<file path="src/rtl/regfile_pkg.sv">
// Shared types and constants for the multi-port register file and its clear sequencer.
package regfile_pkg;

    typedef enum logic {
        RF_CLEAR,
        RF_READY
    } rf_state_t;

    localparam int RF_ZERO_IDX = 0;

endpackage

</file>
<file path="src/rtl/regfile_multiport_if.sv">
// Decode/writeback-facing bus of the register file: read ports, write ports, scoreboard and PC.
interface regfile_multiport_if #(
    parameter int ADDR_WIDTH = 5,
    parameter int DATA_WIDTH = 32,
    parameter int NUM_RD     = 2
);
    localparam int DEPTH = 2 ** ADDR_WIDTH;

    logic [NUM_RD*ADDR_WIDTH-1:0] rd_addr;
    logic [NUM_RD*DATA_WIDTH-1:0] rd_data;
    logic                         wr0_en;
    logic [ADDR_WIDTH-1:0]        wr0_addr;
    logic [DATA_WIDTH-1:0]        wr0_data;
    logic                         wr1_en;
    logic [ADDR_WIDTH-1:0]        wr1_addr;
    logic [DATA_WIDTH-1:0]        wr1_data;
    logic                         busy_set_en;
    logic [ADDR_WIDTH-1:0]        busy_set_addr;
    logic [DEPTH-1:0]             busy;
    logic                         pc_wen;
    logic [DATA_WIDTH-1:0]        pc_in;
    logic [DATA_WIDTH-1:0]        pc;
    logic                         init_done;

    modport master (
        output rd_addr, wr0_en, wr0_addr, wr0_data, wr1_en, wr1_addr, wr1_data,
               busy_set_en, busy_set_addr, pc_wen, pc_in,
        input  rd_data, busy, pc, init_done
    );

    modport slave (
        input  rd_addr, wr0_en, wr0_addr, wr0_data, wr1_en, wr1_addr, wr1_data,
               busy_set_en, busy_set_addr, pc_wen, pc_in,
        output rd_data, busy, pc, init_done
    );

endinterface

</file>
<file path="src/rtl/regfile_init_seq.sv">
// Post-reset clear sequencer: walks every register index once, then holds READY until the next reset.
module regfile_init_seq
    import regfile_pkg::*;
#(
    parameter int ADDR_WIDTH = 5
) (
    input  logic                  clk,
    input  logic                  rst_n,
    output logic                  clr_en,
    output logic [ADDR_WIDTH-1:0] clr_addr,
    output logic                  init_done
);

    localparam logic [ADDR_WIDTH-1:0] LAST_IDX = '1;

    rf_state_t             state_q;
    logic [ADDR_WIDTH-1:0] cnt_q;
    logic                  done_q;

    always_ff @(posedge clk) begin
        if (!rst_n) begin
            state_q <= RF_CLEAR;
            cnt_q   <= '0;
            done_q  <= 1'b0;
        end else begin
            case (state_q)
                RF_CLEAR: begin
                    cnt_q <= cnt_q + ADDR_WIDTH'(1);
                    if (cnt_q == LAST_IDX) begin
                        state_q <= RF_READY;
                        done_q  <= 1'b1;
                    end
                end
                RF_READY: begin
                    done_q <= 1'b1;
                end
            endcase
        end
    end

    assign clr_en    = (state_q == RF_CLEAR);
    assign clr_addr  = cnt_q;
    assign init_done = done_q;

endmodule

</file>
<file path="src/rtl/regfile_multiport.sv">
// Architectural register file with NUM_RD bypassed read ports, two prioritised write ports,
// a per-register busy scoreboard and the PC; storage is zeroed by the clear sequencer after reset.
module regfile_multiport
    import regfile_pkg::*;
#(
    parameter int                    ADDR_WIDTH = 5,
    parameter int                    DATA_WIDTH = 32,
    parameter int                    NUM_RD     = 2,
    parameter logic [DATA_WIDTH-1:0] RESET_PC   = 32'h3000_0000
) (
    input  logic                 clk,
    input  logic                 rst_n,
    regfile_multiport_if.slave   bus
);

    localparam int                    DEPTH     = 2 ** ADDR_WIDTH;
    localparam logic [ADDR_WIDTH-1:0] ZERO_ADDR = ADDR_WIDTH'(RF_ZERO_IDX);

    logic                  clr_en;
    logic [ADDR_WIDTH-1:0] clr_addr;
    logic                  init_done;

    logic [DATA_WIDTH-1:0] mem_q [DEPTH];
    logic [DATA_WIDTH-1:0] mem_d [DEPTH];
    logic [DEPTH-1:0]      busy_q;
    logic [DEPTH-1:0]      busy_d;
    logic [DATA_WIDTH-1:0] pc_q;
    logic [DATA_WIDTH-1:0] pc_d;

    logic wr0_hit;
    logic wr1_hit;

    regfile_init_seq #(
        .ADDR_WIDTH (ADDR_WIDTH)
    ) u_init_seq (
        .clk       (clk),
        .rst_n     (rst_n),
        .clr_en    (clr_en),
        .clr_addr  (clr_addr),
        .init_done (init_done)
    );

    assign wr0_hit = init_done && bus.wr0_en && (bus.wr0_addr != ZERO_ADDR);
    assign wr1_hit = init_done && bus.wr1_en && (bus.wr1_addr != ZERO_ADDR);

    // wr1 is applied after wr0 so it wins a same-address collision.
    always_comb begin
        mem_d = mem_q;
        if (clr_en) begin
            mem_d[clr_addr] = '0;
        end else begin
            if (wr0_hit) mem_d[bus.wr0_addr] = bus.wr0_data;
            if (wr1_hit) mem_d[bus.wr1_addr] = bus.wr1_data;
        end
    end

    // Storage carries no reset; the clear sequencer zeroes it instead.
    always_ff @(posedge clk) begin
        mem_q <= mem_d;
    end

    // Set is applied last so a new producer outranks a completing writeback.
    always_comb begin
        busy_d = busy_q;
        if (init_done) begin
            if (bus.wr0_en)      busy_d[bus.wr0_addr]      = 1'b0;
            if (bus.wr1_en)      busy_d[bus.wr1_addr]      = 1'b0;
            if (bus.busy_set_en) busy_d[bus.busy_set_addr] = 1'b1;
        end
        busy_d[RF_ZERO_IDX] = 1'b0;
    end

    always_comb begin
        pc_d = pc_q;
        if (init_done && bus.pc_wen) pc_d = bus.pc_in;
    end

    always_ff @(posedge clk) begin
        if (!rst_n) begin
            busy_q <= '0;
            pc_q   <= RESET_PC;
        end else begin
            busy_q <= busy_d;
            pc_q   <= pc_d;
        end
    end

    for (genvar i = 0; i < NUM_RD; i++) begin : g_rd
        logic [ADDR_WIDTH-1:0] ra;
        logic [DATA_WIDTH-1:0] rdata;

        assign ra = bus.rd_addr[i*ADDR_WIDTH +: ADDR_WIDTH];

        always_comb begin
            rdata = mem_q[ra];
            if (!init_done || ra == ZERO_ADDR) begin
                rdata = '0;
            end else if (bus.wr1_en && bus.wr1_addr == ra) begin
                rdata = bus.wr1_data;
            end else if (bus.wr0_en && bus.wr0_addr == ra) begin
                rdata = bus.wr0_data;
            end
        end

        assign bus.rd_data[i*DATA_WIDTH +: DATA_WIDTH] = rdata;
    end

    assign bus.busy      = busy_q;
    assign bus.pc        = pc_q;
    assign bus.init_done = init_done;

endmodule
</file>
<file path="src/flat_wrapper.sv">
// flat-port wrapper written by rule: the top's interface ports become plain ports
module regfile_multiport_flat import regfile_pkg::*;
#(
    parameter int                    ADDR_WIDTH = 5,
    parameter int                    DATA_WIDTH = 32,
    parameter int                    NUM_RD     = 2,
    parameter logic [DATA_WIDTH-1:0] RESET_PC   = 32'h3000_0000
)
  (clk, rst_n, bus_rd_addr, bus_wr0_en, bus_wr0_addr, bus_wr0_data, bus_wr1_en, bus_wr1_addr, bus_wr1_data, bus_busy_set_en, bus_busy_set_addr, bus_pc_wen, bus_pc_in, bus_rd_data, bus_busy, bus_pc, bus_init_done);
  regfile_multiport_if #(.ADDR_WIDTH(ADDR_WIDTH), .DATA_WIDTH(DATA_WIDTH), .NUM_RD(NUM_RD)) bus_i ();
  input  logic clk;
  input  logic rst_n;
  input wire logic [$bits(bus_i.rd_addr)-1:0] bus_rd_addr;
  input wire logic [$bits(bus_i.wr0_en)-1:0] bus_wr0_en;
  input wire logic [$bits(bus_i.wr0_addr)-1:0] bus_wr0_addr;
  input wire logic [$bits(bus_i.wr0_data)-1:0] bus_wr0_data;
  input wire logic [$bits(bus_i.wr1_en)-1:0] bus_wr1_en;
  input wire logic [$bits(bus_i.wr1_addr)-1:0] bus_wr1_addr;
  input wire logic [$bits(bus_i.wr1_data)-1:0] bus_wr1_data;
  input wire logic [$bits(bus_i.busy_set_en)-1:0] bus_busy_set_en;
  input wire logic [$bits(bus_i.busy_set_addr)-1:0] bus_busy_set_addr;
  input wire logic [$bits(bus_i.pc_wen)-1:0] bus_pc_wen;
  input wire logic [$bits(bus_i.pc_in)-1:0] bus_pc_in;
  output wire logic [$bits(bus_i.rd_data)-1:0] bus_rd_data;
  output wire logic [$bits(bus_i.busy)-1:0] bus_busy;
  output wire logic [$bits(bus_i.pc)-1:0] bus_pc;
  output wire logic [$bits(bus_i.init_done)-1:0] bus_init_done;
  assign bus_i.rd_addr = bus_rd_addr;
  assign bus_i.wr0_en = bus_wr0_en;
  assign bus_i.wr0_addr = bus_wr0_addr;
  assign bus_i.wr0_data = bus_wr0_data;
  assign bus_i.wr1_en = bus_wr1_en;
  assign bus_i.wr1_addr = bus_wr1_addr;
  assign bus_i.wr1_data = bus_wr1_data;
  assign bus_i.busy_set_en = bus_busy_set_en;
  assign bus_i.busy_set_addr = bus_busy_set_addr;
  assign bus_i.pc_wen = bus_pc_wen;
  assign bus_i.pc_in = bus_pc_in;
  assign bus_rd_data = bus_i.rd_data;
  assign bus_busy = bus_i.busy;
  assign bus_pc = bus_i.pc;
  assign bus_init_done = bus_i.init_done;
  regfile_multiport #(.ADDR_WIDTH(ADDR_WIDTH), .DATA_WIDTH(DATA_WIDTH), .NUM_RD(NUM_RD), .RESET_PC(RESET_PC)) u_core (.clk(clk), .rst_n(rst_n), .bus(bus_i));
endmodule
</file>
<file path="config.mk">
export PLATFORM = sky130hd
export DESIGN_NAME = regfile_multiport_flat
export DESIGN_NICKNAME = d
export VERILOG_FILES = /design/src/rtl/regfile_pkg.sv /design/src/rtl/regfile_multiport_if.sv /design/src/rtl/regfile_init_seq.sv /design/src/rtl/regfile_multiport.sv /design/src/flat_wrapper.sv
export SDC_FILE = /design/constraint.sdc
export NUM_CORES = 2
export LEC_CHECK = 0
export CORE_MARGIN = 2
export CORE_UTILIZATION = 51
export CTS_CLUSTER_DIAMETER = 100
export DETAILED_ROUTE_END_ITERATION = 10
export GPL_ROUTABILITY_DRIVEN = 0
export PLACE_DENSITY = 0.66
export SLEW_MARGIN = 0
export SYNTH_ARGS = -nofsm -noshare
export SYNTH_HDL_FRONTEND = slang
export SYNTH_SLANG_ARGS = --single-unit
</file>
<file path="constraint.sdc">
create_clock -name clk -period 3.26 [get_ports clk]
set_clock_uncertainty 0.15 [all_clocks]
set_input_delay 0.489 -clock clk [delete_from_list [all_inputs] [get_ports clk]]
set_output_delay 0.489 -clock clk [all_outputs]
set_load 0.03 [all_outputs]
</file>
# Word-level counts from Yosys, hierarchy flattened
# Index checks and enable logic that the tools add are counted.
[totals]
register_bits = 1095
in_bits = 127
output_inout_bits = 129
wordCells = 133
[classes]
addsub = 1
n_lt_le_gt_ge = 14
eq_ne = 6
n_mux = 39
bitwise = 13
n_reduce_logical = 22
[op_table]
columns = ["operator", "n"]
rows = [
  ["$mux W1024", 4],
  ["$bwmux W1024", 2],
  ["$and A1024 B1024 Y1024", 1],
  ["$not A1024 Y1024", 1],
  ["$mux W32", 18],
  ["$demux W32 S5", 3],
  ["$bmux W32 S5", 2],
  ["$and A32 B32 Y32", 2],
  ["$not A32 Y32", 2],
  ["$or A32 B32 Y32", 1],
  ["$ge A6 B6 Y1 const B", 5],
  ["$not A5 Y6", 5],
  ["$eq A5 B5 Y1", 4],
  ["$lt A5 B6 Y1 const B", 3],
  ["$lt A6 B1 Y1 const B", 3],
  ["$demux W1 S5", 3],
  ["$ge A5 B1 Y1 const B", 3],
  ["$logic_and A1 B1 Y1", 15],
  ["$logic_not A5 Y1", 2],
  ["$reduce_bool A5 Y1", 2],
  ["$mux W1", 6],
  ["$add A5 B1 Y5 const B", 1],
  ["$eq A5 B5 Y1 const B", 1],
  ["$logic_or A1 B1 Y1", 2],
  ["4 further kinds", 4],
]

# Logic depth before layout (Yosys ltp)
[logic_depth]
ltp_word = 13
mapped_depth = 10
depth_no_buf = 6

# Hierarchy
# Synthesis repeated with hierarchy kept, for this count alone.
[hier_totals]
hier_cells = 8229
area_unflattened_um2 = 72344.4
[by_module_without_submodules]
columns = ["mod", "n_inst", "cells_each", "area_each_um2", "seq_area_each_um2"]
rows = [
  ["regfile_multiport", 1, 8203, 72034.1, 21760.9],
  ["regfile_init_seq", 1, 26, 310.3, 140.1],
]

# Worst setup path before layout
# OpenSTA, ideal clock, no wires.
[synth_path]
path_kind = "input to output"
start = "in bus_wr1_addr[2]"
end = "out bus_rd_data[30]"
arrival_time_ns = 3.066
t_required_ns = 2.621
slack_ns = -0.445
cell_stages = 6
path_buffers = 1
cell_sequence = "buf_2 xor2_1 nor4_1 a21boi_1 nor3b_1 a2111oi_0"
[synth_via]
elab_chain_cells = 4
[synth_lines]
columns = ["item", "line", "source"]
rows = [
  ["from (decl)", "flat_wrapper.sv:18", "input wire logic [$bits(bus_i.wr1_addr)-1:0] bus_wr1_addr;"],
  ["$eq A5 B5 Y1", "regfile_multiport.sv:98", "end else if (bus.wr1_en && bus.wr1_addr == ra) begin"],
  ["$logic_and A1 B1 Y1", "regfile_multiport.sv:98", ""],
  ["$mux W32", "regfile_multiport.sv:98", ""],
  ["$mux W32", "regfile_multiport.sv:96", "if (!init_done || ra == ZERO_ADDR) begin"],
  ["to (decl)", "flat_wrapper.sv:24", "output wire logic [$bits(bus_i.rd_data)-1:0] bus_rd_data;"],
]
# No other way between the ends.

# Worst setup path after layout
[layout_path]
start = "reg u_core.mem_q[266] (netlist name)"
end = "out bus_rd_data[42]"
[layout_via]
elab_chain_cells = 6
[layout_lines]
columns = ["item", "line", "source"]
rows = [
  ["from (decl)", "regfile_multiport.sv:23", "logic [DATA_WIDTH-1:0] mem_q [DEPTH];"],
  ["from (signal assigned)", "regfile_multiport.sv:59", "mem_q <= mem_d;"],
  ["$bmux W32 S5", "regfile_multiport.sv:95", "rdata = mem_q[ra];"],
  ["$mux W32 (implied by the code) (2 in series)", "regfile_multiport.sv:95", ""],
  ["$mux W32", "regfile_multiport.sv:100", "end else if (bus.wr0_en && bus.wr0_addr == ra) begin"],
  ["$mux W32", "regfile_multiport.sv:98", ""],
  ["$mux W32", "regfile_multiport.sv:96", ""],
]
# No other way between the ends. The select of a mux whose other input is x is not followed.

==> results by group <==
GRT
  • Vias in the first global route: 70,261
  • Largest net degree at the start of global routing: 150
  • Total gr overflow: 0
  • First-pass GRT wire length: 476,000 um
  • GRT Overall Usage: 44.7%
  • Antenna violations before repair: 19

Setup path
  • Startpoint Class: register
  • Reg2reg end: u_core.mem_q[346]
  • Critical Path, Cell by Cell: mux4_2 -> mux4_2 -> nand4_1 -> nand3_4 -> buf_12
  • Critical Path Max Stage Delay: 0.61 ns
  • Crit Path Category: register to output pin
  • Reg-to-reg startpoint: u_core.u_init_seq.init_done
  • Crit. End Element: output pin
  • R2R setup slack: 0.49 ns
  • Critical path arrival: 2.83 ns
  • Number of cells on the worst reg-to-reg path: 9
  • Critical path launch point: u_core.mem_q[266]
  • Worst Path Required: 2.62 ns
  • Crit path top cell by count: mux4_2
  • Crit-path slowest cell: mux4_2
  • CP Max Fanout: 3

STA
  • Rel. slew slack: 24.9%
  • Worst Setup Slack, final: -0.212 ns
  • # setup viols final: 53
  • Setup TNS: -3.30 ns
  • Fin crit period: 3.47 ns
  • Pins Over Slew Limit: 0
  • Worst-Margin Slew: 1.12 ns
  • Final Hold Fails: 0
  • Max Clock Freq: 288 MHz
  • Tcrit/Tclk final: 107%
  • RSZ-0062 raised after global routing: yes

Routing
  • # DRC: 0
  • Initial DRT Pass Iterations: 11
  • Initial DRC count: 13,995
  • Final WL: 333,000 um
  • Via Count: 75,194
  • Via density: 7.41
  • Post-route ant nets: 0
  • WL/cell: 32.9 um

Floorplanning
  • Std-Cell Rows: 137
  • IO Count: 256
  • Initial core utilization: 51.5%
  • Die height: 379 um
  • Die W: 379 um
  • Total die area: 144,000 sq um
  • Area of the core: 140,000 sq um

Run
  • Maxcap violations: 0

Logic synthesis
  • Post-synth EDFFs: 0
  • Ys Warns: 0
  • Mean post-synth cell area: 8.95 sq um
  • Sequential area share after synthesis: 30.5%
  • Top post-synthesis cells by count: dfxtp_1 (1,094), o21ai_0 (1,037), clkbuf_1 (761), a21oi_1 (722), mux2i_1 (707)
  • Synthesized flop and latch total: 1,094
  • Yosys top cell by area: dfxtp_1
  • Cells after Synth: 8,031
  • Synth top area share: 30.5%
  • Main synth FF type: dfxtp_1
  • Ranking of synthesized cells by area: dfxtp_1 (30%), mux4_2 (17%), mux2i_1 (9.8%)
  • Synthesized net count: 8,163
  • Unique masters post-synth: 63
  • Most frequent cell after synthesis: dfxtp_1
  • Netlist Area Pre-Place: 71,900 sq um
  • Asr flop ratio synth: 0%

Place
  • Hpwl dp: 206,000 um
  • Placed Cells: 9,779
  • PortBufs: 254

Status
  • Failing checks: negative setup slack
  • Status: finished, violations left

Hold path
  • Hold Startpoint: bus_pc_in[7]
  • Hold Path Sink: u_core.bus.pc[7]
  • HP Class: input port to register
  • Hold depth: 3

Clock tree
  • Clk Latency, worst-skew pair: 0.80 ns
  • Clock-pin slew on the worst setup and hold paths: 0.06 ns
  • CTS tree: built
  • Sinks on Clock Net: 1,094
  • CTS max path bufs: 3
  • H-tree levels: 4
  • Clk root buf: clkbuf_16
  • CTS Buf Count: 132

Power and ir drop
  • Worst vdd ir: 630 uV
  • Leakage: 0.0336 uW
  • Power Density: 355 nW/um^2

Final layout
  • Share of layout cells above drive strength 1: 24.8%
  • Multi-input logic area: 47,300 sq um
  • Fin nets: 8,292
  • FF/Latch Area: 22,000 sq um
  • Layout Area Growth over Synthesis: 23.3%
  • FILL cells: 10,988
  • Post-Layout Cell Count: 10,143
-- through the flow --
stage                     power [uW]  hold WS (ns)  worst slack, ns  cell area (sq um)  utilization [%]
after global routing           31900         0.110           -0.208              88600             63.4
after CTS                      31100        0.0808           -0.204              87300             62.5
after global placement         16200         0.300           -0.831              81300             58.2
after detailed placement       16300         0.306           -0.737              81300             58.2
final                          31500        0.0947           -0.212              88600             63.4
after floorplan                14900         0.294            0.260              71900                -
-- final cells by class --
class                           count  share of cell area [%]
Inverter                            5                  0.0254
Clock inverter                     29                   0.353
Timing Repair Buffer             1098                    14.3
Clock buffer                      203                    4.47
Tap cell                         1876                    2.65
Antenna cell                        9                  0.0254
Multi-Input combinational cell   5829                    53.3
Sequential cell                  1094                    24.9
-- critical path: cells and delay by family (launching register included) --
kind	cells	cell delay [ns]
mux	2	1.09
simple gates	2	0.39
buf+inv	1	0.20
flops	1	0.33
-- what timing repair did --
item,in CTS,in global routing
hold endpoints to repair,20,0
endpoints found under the setup margin,64,64
pin swaps,77,73
gates cloned,14,10
gates resized for setup,279,183
buffers inserted,61,49
hold buffers,1,0
-- per-layer routing --
metal | routed length (um) | up-vias | global-route usage (%)
met5 | 148 | - | 0.137
met4 | 27000 | 24 | 31.3
met3 | 53800 | 1803 | 19.1
met2 | 137000 | 6759 | 62.4
met1 | 116000 | 35863 | 55.2
li1 | - | 30745 | -
-- logic make-up after synthesis --
kind of cell    Yosys count  share of synthesized area (%)
compound gates         3118                           27.3
simple gates           1426                           8.59
mux                    1250                           26.8
buf+inv                1114                           6.39
flops                  1094                           30.5
xor+xnor                 23                          0.280
fa+ha+maj                 5                         0.0870
other cells               1                        0.00522
-- layout by cell type (no fill, tap or decap), types with 16 or more instances in the layout --
cell type	Yosys	final
a21boi_0	41	41
a21oi_1	722	706
a21oi_4	0	16
a22o_1	608	608
a22oi_1	106	74
a22oi_2	0	32
a32oi_1	63	36
a32oi_2	0	25
buf_12	0	249
buf_4	44	550
buf_6	8	84
clkbuf_1	761	41
clkbuf_16	0	150
clkbuf_8	0	22
clkdlybuf4s50_1	0	167
clkinv_2	0	20
dfxtp_1	1094	985
dfxtp_2	0	107
mux2i_1	707	691
mux4_2	542	542
nand2_1	398	385
nand3_1	136	70
nand3_2	0	60
nand4_1	66	66
nor2_1	664	626
nor2_4	1	40
nor2b_1	59	57
o21ai_0	1037	1001
o21ai_1	121	153
o2bb2ai_1	96	96
o31ai_1	288	288
-- flip-flops by register name (all words and copies together), names as in the netlist --
name,cells
u_core.u_init_seq.clr_addr,5
u_core.u_init_seq.init_done,1
u_core.u_init_seq.state_q,1
u_core.bus.busy,31
u_core.mem_q,1024
u_core.bus.pc,32
-- worst max-delay path by stage --
stage                            endpoint  slack [ns]  cells after the start
after floorplan           bus_rd_data[49]        0.26                      7
after global placement    bus_rd_data[42]       -0.83                      9
after detailed placement  bus_rd_data[42]       -0.74                     10
after CTS                 bus_rd_data[41]       -0.20                      6
after global routing      bus_rd_data[41]       -0.21                      5
final                     bus_rd_data[42]       -0.21                      5
-- power by group --
| part | leakage [uW] | switching (uW) | total [uW] | internal [uW] |
|---|---|---|---|---|
| clock | 0.00211 | 6340 | 15100 | 8810 |
| sequential | 0.00886 | 5.21 | 13400 | 13400 |
| combinational | 0.0226 | 1900 | 2970 | 1060 |
| total | 0.0336 | 8250 | 31500 | 23200 |
Note: power is estimated with default switching activity, not from simulation.
